<file path="src/rtl/fl_netcope_remover_pkg.sv">
//------------------------------------------------------------------------------
// Module   : fl_netcope_remover_pkg
// Brief    : Shared types and constants for the NetCOPE header remover.
// Revision : 1.0 - initial release
//------------------------------------------------------------------------------
`default_nettype none

package fl_netcope_remover_pkg;

  localparam int CNT_WIDTH = 32;

  typedef enum logic [1:0] {
    WAIT_SOF = 2'd0,
    HEADER   = 2'd1,
    PAYLOAD  = 2'd2
  } state_t;

  // An 8-bit bus has no byte lanes to select, but keeps a 1-bit REM port.
  function automatic int rem_width(input int data_width);
    int w;
    w = $clog2(data_width / 8);
    return (w < 1) ? 1 : w;
  endfunction

endpackage

`default_nettype wire

</file>
<file path="src/rtl/fl_out_reg.sv">
//------------------------------------------------------------------------------
// Module   : fl_out_reg
// Brief    : Single-entry ready/valid register for a FrameLink word + delimiters.
// Revision : 1.0 - initial release
//------------------------------------------------------------------------------
`default_nettype none

module fl_out_reg #(
  parameter int DATA_WIDTH = 64,
  parameter int REM_WIDTH  = 3
) (
  input  logic                  clk,
  input  logic                  rst,
  input  logic                  rx_vld,
  output logic                  rx_rdy,
  input  logic [DATA_WIDTH-1:0] rx_data,
  input  logic [REM_WIDTH-1:0]  rx_rem,
  input  logic                  rx_sof_n,
  input  logic                  rx_eof_n,
  input  logic                  rx_sop_n,
  input  logic                  rx_eop_n,
  output logic                  tx_vld,
  input  logic                  tx_rdy,
  output logic [DATA_WIDTH-1:0] tx_data,
  output logic [REM_WIDTH-1:0]  tx_rem,
  output logic                  tx_sof_n,
  output logic                  tx_eof_n,
  output logic                  tx_sop_n,
  output logic                  tx_eop_n
);

  logic load;

  // Accept a new word when empty or when the current word leaves this cycle.
  assign rx_rdy = !tx_vld || tx_rdy;
  assign load   = rx_vld && rx_rdy;

  always_ff @(posedge clk) begin
    if (rst) begin
      tx_vld   <= 1'b0;
      tx_data  <= '0;
      tx_rem   <= '0;
      tx_sof_n <= 1'b1;
      tx_eof_n <= 1'b1;
      tx_sop_n <= 1'b1;
      tx_eop_n <= 1'b1;
    end else if (load) begin
      tx_vld   <= 1'b1;
      tx_data  <= rx_data;
      tx_rem   <= rx_rem;
      tx_sof_n <= rx_sof_n;
      tx_eof_n <= rx_eof_n;
      tx_sop_n <= rx_sop_n;
      tx_eop_n <= rx_eop_n;
    end else if (tx_rdy) begin
      tx_vld <= 1'b0;
    end
  end

endmodule

`default_nettype wire

</file>
<file path="src/rtl/fl_netcope_remover.sv">
//------------------------------------------------------------------------------
// Module   : fl_netcope_remover
// Brief    : Strips the leading NetCOPE header part from FrameLink frames.
//            Define FL_NETCOPE_REMOVER_STATS_EN for frame/drop counters.
// Revision : 1.0 - initial release
//------------------------------------------------------------------------------
`default_nettype none

module fl_netcope_remover
  import fl_netcope_remover_pkg::*;
#(
  parameter  int DATA_WIDTH = 64,
  localparam int REM_WIDTH  = rem_width(DATA_WIDTH)
) (
  input  logic                  CLK,
  input  logic                  RESET,
  input  logic [DATA_WIDTH-1:0] RX_DATA,
  input  logic [REM_WIDTH-1:0]  RX_REM,
  input  logic                  RX_SOF_N,
  input  logic                  RX_EOF_N,
  input  logic                  RX_SOP_N,
  input  logic                  RX_EOP_N,
  input  logic                  RX_SRC_RDY_N,
  output logic                  RX_DST_RDY_N,
  output logic [DATA_WIDTH-1:0] TX_DATA,
  output logic [REM_WIDTH-1:0]  TX_REM,
  output logic                  TX_SOF_N,
  output logic                  TX_EOF_N,
  output logic                  TX_SOP_N,
  output logic                  TX_EOP_N,
  output logic                  TX_SRC_RDY_N,
  input  logic                  TX_DST_RDY_N,
  output logic [DATA_WIDTH-1:0] HDR_DATA,
  output logic                  HDR_VLD
`ifdef FL_NETCOPE_REMOVER_STATS_EN
  ,
  input  logic                  CNT_CLEAR,
  output logic [CNT_WIDTH-1:0]  CNT_FRAMES,
  output logic [CNT_WIDTH-1:0]  CNT_DROPPED
`endif
);

  state_t state;
  logic   first;
  logic   rx_xfer;
  logic   fwd_vld;
  logic   fwd_rdy;
  logic   tx_vld;

  assign RX_DST_RDY_N = RESET || ((state == PAYLOAD) && !fwd_rdy);
  assign rx_xfer      = !RX_SRC_RDY_N && !RX_DST_RDY_N;
  // A SOF word is always header; it never reaches the output even mid-payload.
  assign fwd_vld      = !RX_SRC_RDY_N && RX_SOF_N && (state == PAYLOAD);

  always_ff @(posedge CLK) begin
    if (RESET) begin
      state    <= WAIT_SOF;
      first    <= 1'b0;
      HDR_DATA <= '0;
      HDR_VLD  <= 1'b0;
    end else begin
      HDR_VLD <= 1'b0;
      if (rx_xfer) begin
        if (!RX_SOF_N) begin
          HDR_DATA <= RX_DATA;
          HDR_VLD  <= 1'b1;
          if (RX_EOP_N) begin
            state <= HEADER;
          end else if (!RX_EOF_N) begin
            state <= WAIT_SOF;
          end else begin
            state <= PAYLOAD;
            first <= 1'b1;
          end
        end else begin
          case (state)
            WAIT_SOF: state <= WAIT_SOF;
            HEADER: begin
              if (!RX_EOP_N) begin
                if (!RX_EOF_N) begin
                  state <= WAIT_SOF;
                end else begin
                  state <= PAYLOAD;
                  first <= 1'b1;
                end
              end
            end
            PAYLOAD: begin
              first <= 1'b0;
              if (!RX_EOF_N) begin
                state <= WAIT_SOF;
              end
            end
            default: state <= WAIT_SOF;
          endcase
        end
      end
    end
  end

  fl_out_reg #(
    .DATA_WIDTH (DATA_WIDTH),
    .REM_WIDTH  (REM_WIDTH)
  ) u_out_reg (
    .clk      (CLK),
    .rst      (RESET),
    .rx_vld   (fwd_vld),
    .rx_rdy   (fwd_rdy),
    .rx_data  (RX_DATA),
    .rx_rem   (RX_REM),
    .rx_sof_n (!first),
    .rx_eof_n (RX_EOF_N),
    .rx_sop_n (RX_SOP_N),
    .rx_eop_n (RX_EOP_N),
    .tx_vld   (tx_vld),
    .tx_rdy   (!TX_DST_RDY_N),
    .tx_data  (TX_DATA),
    .tx_rem   (TX_REM),
    .tx_sof_n (TX_SOF_N),
    .tx_eof_n (TX_EOF_N),
    .tx_sop_n (TX_SOP_N),
    .tx_eop_n (TX_EOP_N)
  );

  assign TX_SRC_RDY_N = !tx_vld;

`ifdef FL_NETCOPE_REMOVER_STATS_EN
  logic                 tx_eof_xfer;
  logic                 drop_single;
  logic                 drop_trunc;
  logic [CNT_WIDTH-1:0] frames_cnt;
  logic [CNT_WIDTH-1:0] dropped_cnt;

  assign tx_eof_xfer = tx_vld && !TX_DST_RDY_N && !TX_EOF_N;
  // Header closes with EOF: the frame had no payload part at all.
  assign drop_single = rx_xfer && !RX_EOP_N && !RX_EOF_N
                       && (!RX_SOF_N || (state == HEADER));
  assign drop_trunc  = rx_xfer && !RX_SOF_N && (state == PAYLOAD);

  always_ff @(posedge CLK) begin
    if (RESET || CNT_CLEAR) begin
      frames_cnt  <= '0;
      dropped_cnt <= '0;
    end else begin
      if (tx_eof_xfer) begin
        frames_cnt <= frames_cnt + CNT_WIDTH'(1);
      end
      dropped_cnt <= dropped_cnt + CNT_WIDTH'(drop_single) + CNT_WIDTH'(drop_trunc);
    end
  end

  assign CNT_FRAMES  = frames_cnt;
  assign CNT_DROPPED = dropped_cnt;
`endif

endmodule

`default_nettype wire

</file>
<file path="config.mk">
export PLATFORM = sky130hd
export DESIGN_NAME = fl_netcope_remover
export DESIGN_NICKNAME = d
export VERILOG_FILES = /design/src/rtl/fl_netcope_remover_pkg.sv /design/src/rtl/fl_out_reg.sv /design/src/rtl/fl_netcope_remover.sv
export SDC_FILE = /design/constraint.sdc
export NUM_CORES = 1
export LEC_CHECK = 0
export ABC_AREA = 1
export CORE_ASPECT_RATIO = 1.1
export CORE_MARGIN = 4
export CORE_UTILIZATION = 37
export CTS_CLUSTER_SIZE = 40
export DETAILED_ROUTE_END_ITERATION = 12
export PLACE_DENSITY = 0.8
export SLEW_MARGIN = 40
export SYNTH_ARGS = -nofsm -noshare
export SYNTH_HDL_FRONTEND = slang
export SYNTH_SLANG_ARGS = --single-unit
</file>
<file path="constraint.sdc">
create_clock -name CLK -period 1.4 [get_ports CLK]
set_clock_uncertainty 0.05 [all_clocks]
set_input_delay 0.14 -clock CLK [delete_from_list [all_inputs] [get_ports CLK]]
set_output_delay 0.14 -clock CLK [all_outputs]
set_load 0.03 [all_outputs]
</file>
==> reports/metrics.yaml, run 1 <==
status: "finished, violations left"
violations: "setup timing"
cts.sinks: 140
max_freq_mhz: 695
cts-buffers-inserted: 17
power_frac_seq: 0.447
initial_core_util: 0.381
synth_edf_count: 0
critical_path.endpoint_type: "flip-flop"
pwr-share-clk: 0.425
synth_cells: 755
grt_max_degree: 70
seq_area_mm2: 0.00281
tightestPinTransition_ns: 0.388
antenna_left: 0
clk_pin_slew_ns: 0.06
timing.final.crit_share: 1.03
die_width_um: 122
grt_overflow_total: 0
ys_types: 18
synthTopCellsByCount: "nand2_1 (278), dfxtp_1 (140), nor2_1 (137)"
drive_above_1_share: 0.0947
syn_area_per_cell_um2: 7.02
sw_frac_of_total: 0.253
antenna_found_initial: 0
detail_route.wl_per_cell_um: 13.5
gp_congestion: 0.774
finalMaxSlewViolations: 0
syn_nets: 830
synth_top_cell_area_share: 0.529
firstDrtPassIters: 4
track_usage: 0.189
die-height_um: 134
grt_pass1_wl_um: 24500
clock_tree.root_cell: "clkbuf_16"
cts.htree.levels: 4
fin_setup_tns_ns: -0.468
clockBufferDepth: 2
drt-total-wl_um: 15800
drv_cap: 0
multiInputGateArea_mm2: 0.00211
synth.largest_area_cell: "dfxtp_1"
dpl.hpwl_um: 10800
drc: 0
worst_slack_ns: -0.0390
synth-seq-cells: 140
preCtsSetupSlack_ns: -0.188
worstPathArrival_ns: 1.72
synth_flop_cell: "dfxtp_1"
criticalPathCategory: "flip-flop to flip-flop"
powerDensity_mw_per_mm2: 1140
drt_iter0_markers: 281
hold_class: "input pin to flip-flop"
rows: 45
port_buffers: 212
io_pins: 213
viasPerCell: 4.41
synth.area.top_cells: "dfxtp_1 (53%), nand2_1 (20%), nor2_1 (9.7%)"
layout.nets: 1044
crit_path_start_kind: "flip-flop"
vias: 5165
syn_to_final_growth_pct: 55.6
yosysWarnings: 0
grt_pass1_vias: 4999
fp.coreArea_mm2: 0.0139
yosysSeqAreaShare: 0.529
synth_area_mm2: 0.00530
power_frac_comb: 0.127
die_area_mm2: 0.0163
critPathMaxFanout: 18
cts_hold_buf: 0
cts_tree: "yes"
required_ns: 1.69
p_leak_nw: 4.08
p_int_mw: 7.00
async_flop_share: 0
rsz0062_at_grt: "yes"
diodes: 0
finalHoldViolCount: 0
synth.most_common_cell: "nand2_1"
setup_viol: 29
power.switching_mw: 2.37
peakVddDrop_mv: 0.611
insertion_delay_ns: 0.41
min_period_ns: 1.44
relSlewSlack: 0.741
fill_cells: 1313
==> critical path, cell delays in order, from the launching register on <==
cell	delay, ns
dfxtp_2	0.34
inv_2	0.05
nor2_4	0.10
buf_4	0.14
nand4_4	0.15
clkinv_4	0.16
clkbuf_16	0.20
nand2_1	0.07
a21oi_1	0.12
==> cell type report <==
class / instances / area share
sequential: 140 / 0.340
timing repair buffer: 239 / 0.278
multi-input combinational: 497 / 0.256
clock buffer: 25 / 0.0588
inverter: 74 / 0.0343
tap: 188 / 0.0285
clock inverter: 7 / 0.00485
==> power by group through the flow <==
stage	Clock (mW)	Combinational [mW]	Sequential [mW]
after floorplan	0	0.362	4.53
after global placement	0	1.23	4.27
after detailed placement	0	1.24	4.28
after CTS	4.08	1.17	4.19
after global routing	4.28	1.29	4.20
final	3.99	1.19	4.19
==> flip-flops by register name, indices dropped and copies added (netlist names) <==
name and flops:
HDR_DATA 64, HDR_VLD 1, first 1, state 2
u_out_reg.tx_data 64, u_out_reg.tx_eof_n 1, u_out_reg.tx_eop_n 1, u_out_reg.tx_rem 3
u_out_reg.tx_sof_n 1, u_out_reg.tx_sop_n 1, u_out_reg.tx_vld 1
==> logic make-up after synthesis <==
kind of cell           Yosys count  share of synthesized area
AOI/OAI and AO/OA               72                     0.0684
and+or+nand+nor                425                      0.308
buffers and inverters          118                     0.0949
DFF                            140                      0.529
==> timing repair <==
action / 4_1_cts / 5_1_grt
buffers inserted: 4 / 2
endpoints found under the setup margin: 163 / 156
hold endpoints to repair: 0 / 0
pin swaps: 2 / 2
resized for setup: 151 / 50
gates cloned: 0 / 1
==> routing by layer <==
metal	wire [um]	track usage	part of all wire	vias up
met4	484	0.0927	0.031	0
li1	-	-	-	2696
met2	7900	0.327	0.50	146
met1	6500	0.208	0.41	2288
met3	952	0.0616	0.060	35
met5	0	0	0	-
==> stage by stage <==
step	hold slack [ns]	total power [mW]	std cells	instance area (um2)	utilization
global route	0.208	9.78	1170	8250	0.593
detailed placement	0.395	5.52	1131	7670	0.551
global placement	0.393	5.50	1131	7670	0.551
finish	0.205	9.37	1170	8250	0.593
CTS	0.188	9.45	1167	8090	0.582
floorplan	0.203	4.89	755	5300	-
==> worst paths after layout <==
| path | from | to | slack (ns) | cells after the start |
|---|---|---|---|---|
| max | state[1]$_SDFFE_PP0P_ | u_out_reg.tx_data[49]$_SDFFE_PP0P_ | -0.04 | 8 |
| min | RESET | u_out_reg.tx_data[56]$_SDFFE_PP0P_ | 0.21 | 3 |
| max reg2reg | state[1]$_SDFFE_PP0P_ | u_out_reg.tx_data[49]$_SDFFE_PP0P_ | -0.04 | 8 |
| min reg2reg | first$_SDFFE_PP0P_ | u_out_reg.tx_sof_n$_SDFFE_PP1P_ | 0.41 | 1 |
==> placed cells by master, fill, tap and decap left out, drive strengths merged <==
cell	instances
inv	73
clkinvlp	2
o21ai	2
a21oi	69
buf	28
clkdlybuf4s15	17
nor2	138
o211ai	1
clkdlybuf4s50	73
nand3	4
dfxtp	140
nand2	279
dlygate4sd2	118
clkinv	6
clkbuf	28
nand4	4
Power figures use the tool's default switching activity.
==> run 2, diff against run 1 <==
--- a/config.mk
+++ b/config.mk
@@ -6,11 +6,12 @@
 export NUM_CORES = 1
 export LEC_CHECK = 0
 export ABC_AREA = 1
-export CORE_ASPECT_RATIO = 1.1
-export CORE_MARGIN = 4
+export CORE_ASPECT_RATIO = 1.4
+export CORE_MARGIN = 2
 export CORE_UTILIZATION = 37
 export CTS_CLUSTER_SIZE = 40
 export DETAILED_ROUTE_END_ITERATION = 12
+export MAX_ROUTING_LAYER = met4
 export PLACE_DENSITY = 0.8
 export SLEW_MARGIN = 40
 export SYNTH_ARGS = -nofsm -noshare
==> run 2 against run 1 <==
  * Die area is 6.1% lower
  * The flow still finishes with violations (setup timing)
  * Cell area is 3.8% higher
  * Critical path depth is 1 lower
  * Combinational power is 8% higher
==> reports/metrics.yaml, run 2 (synthesis gave the netlist of run 1 again) <==
dpl.hpwl_um: 10400
fin_area_mm2: 0.00856
criticalPathCategory: "flip-flop to flip-flop"
worstPathArrival_ns: 1.67
final_common_cell: "nand2_1"
place_inst: 1125
finalHoldViolCount: 0
fin_hold_ws_ns: 0.195
preCtsSetupSlack_ns: -0.261
hold_class: "input pin to flip-flop"
drt-total-wl_um: 17200
rows: 51
gp_congestion: 0.853
cts-buffers-inserted: 17
relSlewSlack: 0.755
fp.coreArea_mm2: 0.0140
finalMaxSlewViolations: 0
insertion_delay_ns: 0.41
die_width_um: 105
vias: 5365
timing.final.crit_share: 1.01
clock_tree.root_cell: "clkbuf_16"
grt_overflow_total: 0
max_freq_mhz: 706
min_period_ns: 1.42
hold_depth: 3
peakVddDrop_mv: 0.741
viasPerCell: 4.58
firstDrtPassIters: 5
layout.nets: 1048
grt_max_degree: 70
post_dp_cell_area_mm2: 0.00769
initial_core_util: 0.379
antenna_found_initial: 0
wirelength_met1_um: 6890
grt_pass1_vias: 4924
cts_hold_buf: 0
clockBufferDepth: 2
drc: 0
routed.top_layer: "met4"
utilization: 0.613
drive_above_1_share: 0.114
violations: "setup timing"
dr_wl_met3_um: 663
grt_pass1_wl_um: 24200
diodes: 0
required_ns: 1.65
crit_path_start_kind: "flip-flop"
drt_iter0_markers: 165
die_area_mm2: 0.0153
setup_viol: 2
antenna_left: 0
rsz0062_at_grt: "yes"
worst_slack_ns: -0.0160
reg_top3: "HDR_DATA x64, u_out_reg.tx_data x64, u_out_reg.tx_rem x3"
detail_route.wl_per_cell_um: 14.7
critical_path.endpoint_type: "flip-flop"
syn_to_final_growth_pct: 61.5
layout_common_cells: "nand2_1 (263), dfxtp_1 (138), nor2_1 (129), dlygate4sd2_1 (125), clkdlybuf4s50_1 (73)"
cts.htree.levels: 4
status: "finished, violations left"
io_pins: 213
stdcell_count: 1171
drv_cap: 0
clk_pin_slew_ns: 0.06
route.met2.wl_um: 9060
p_leak_nw: 4.26
total_power_mw: 10.1
tightestPinTransition_ns: 0.367
r2r_cells: 7
critPathMaxFanout: 13
fin_setup_tns_ns: -0.0182
fill_cells: 1267
track_usage: 0.202
cts.sinks: 140
cts_tree: "yes"
powerDensity_mw_per_mm2: 1170
port_buffers: 212
die-height_um: 146
[run 2: cell types whose count changed in the layout (fill, tap and decap cells not counted), sizes merged]
cell           delta
buf               -1
bufinv            +3
clkbuf            +1
clkdlybuf4s15     -9
dlygate4sd2       +7
inv               +3
[run 2: path summary, 6_finish.rpt]
| kind | from | to | slack [ns] |
|---|---|---|---|
| min reg2reg | first$_SDFFE_PP0P_ | u_out_reg.tx_sof_n$_SDFFE_PP1P_ | 0.40 |
| min | RESET | u_out_reg.tx_data[23]$_SDFFE_PP0P_ | 0.20 |
| max reg2reg | state[0]$_SDFFE_PP0P_ | HDR_DATA[33]$_SDFFE_PP0P_ | -0.02 |
| max | state[0]$_SDFFE_PP0P_ | HDR_DATA[33]$_SDFFE_PP0P_ | -0.02 |
[run 2: report_power, final]
group,internal [mW],switching [mW]
sequential,4.12,0.0650
clock,2.81,1.77
combinational,0.535,0.752
total,7.47,2.59
[run 2: critical path: stages, from the launching register on]
cell and delay, ns:
dfxtp_1 0.37, nor2_4 0.07, nand2_4 0.10, nand4_4 0.12, clkbuf_16 0.20, clkbuf_16 0.18
nor2_1 0.14, nor2_1 0.07
[run 2: layer usage]
metal,up-vias,GRT usage
li1,2712,-
met1,2460,0.218
met2,156,0.355
met3,37,0.0443
met4,0,0.0813
met5,-,-
[run 2: area by class of cell]
cell class	count	area (um2)	area share
well taps	185	231	0.0270
inverters	74	283	0.0330
flip-flops and latches	140	2810	0.328
clock buffers	19	433	0.0506
clock inverters	13	164	0.0191
multi-input cells	497	2150	0.251
repair buffers	243	2500	0.291
[run 2: what timing repair did]
| item | 4_1_cts | 5_1_grt |
|---|---|---|
| pin swaps | 2 | 2 |
| endpoints found under the setup margin | 142 | 133 |
| gates cloned | 0 | 11 |
| setup buffers | 1 | 2 |
| endpoints found under the hold margin | 0 | 0 |
| gates resized for setup | 140 | 62 |
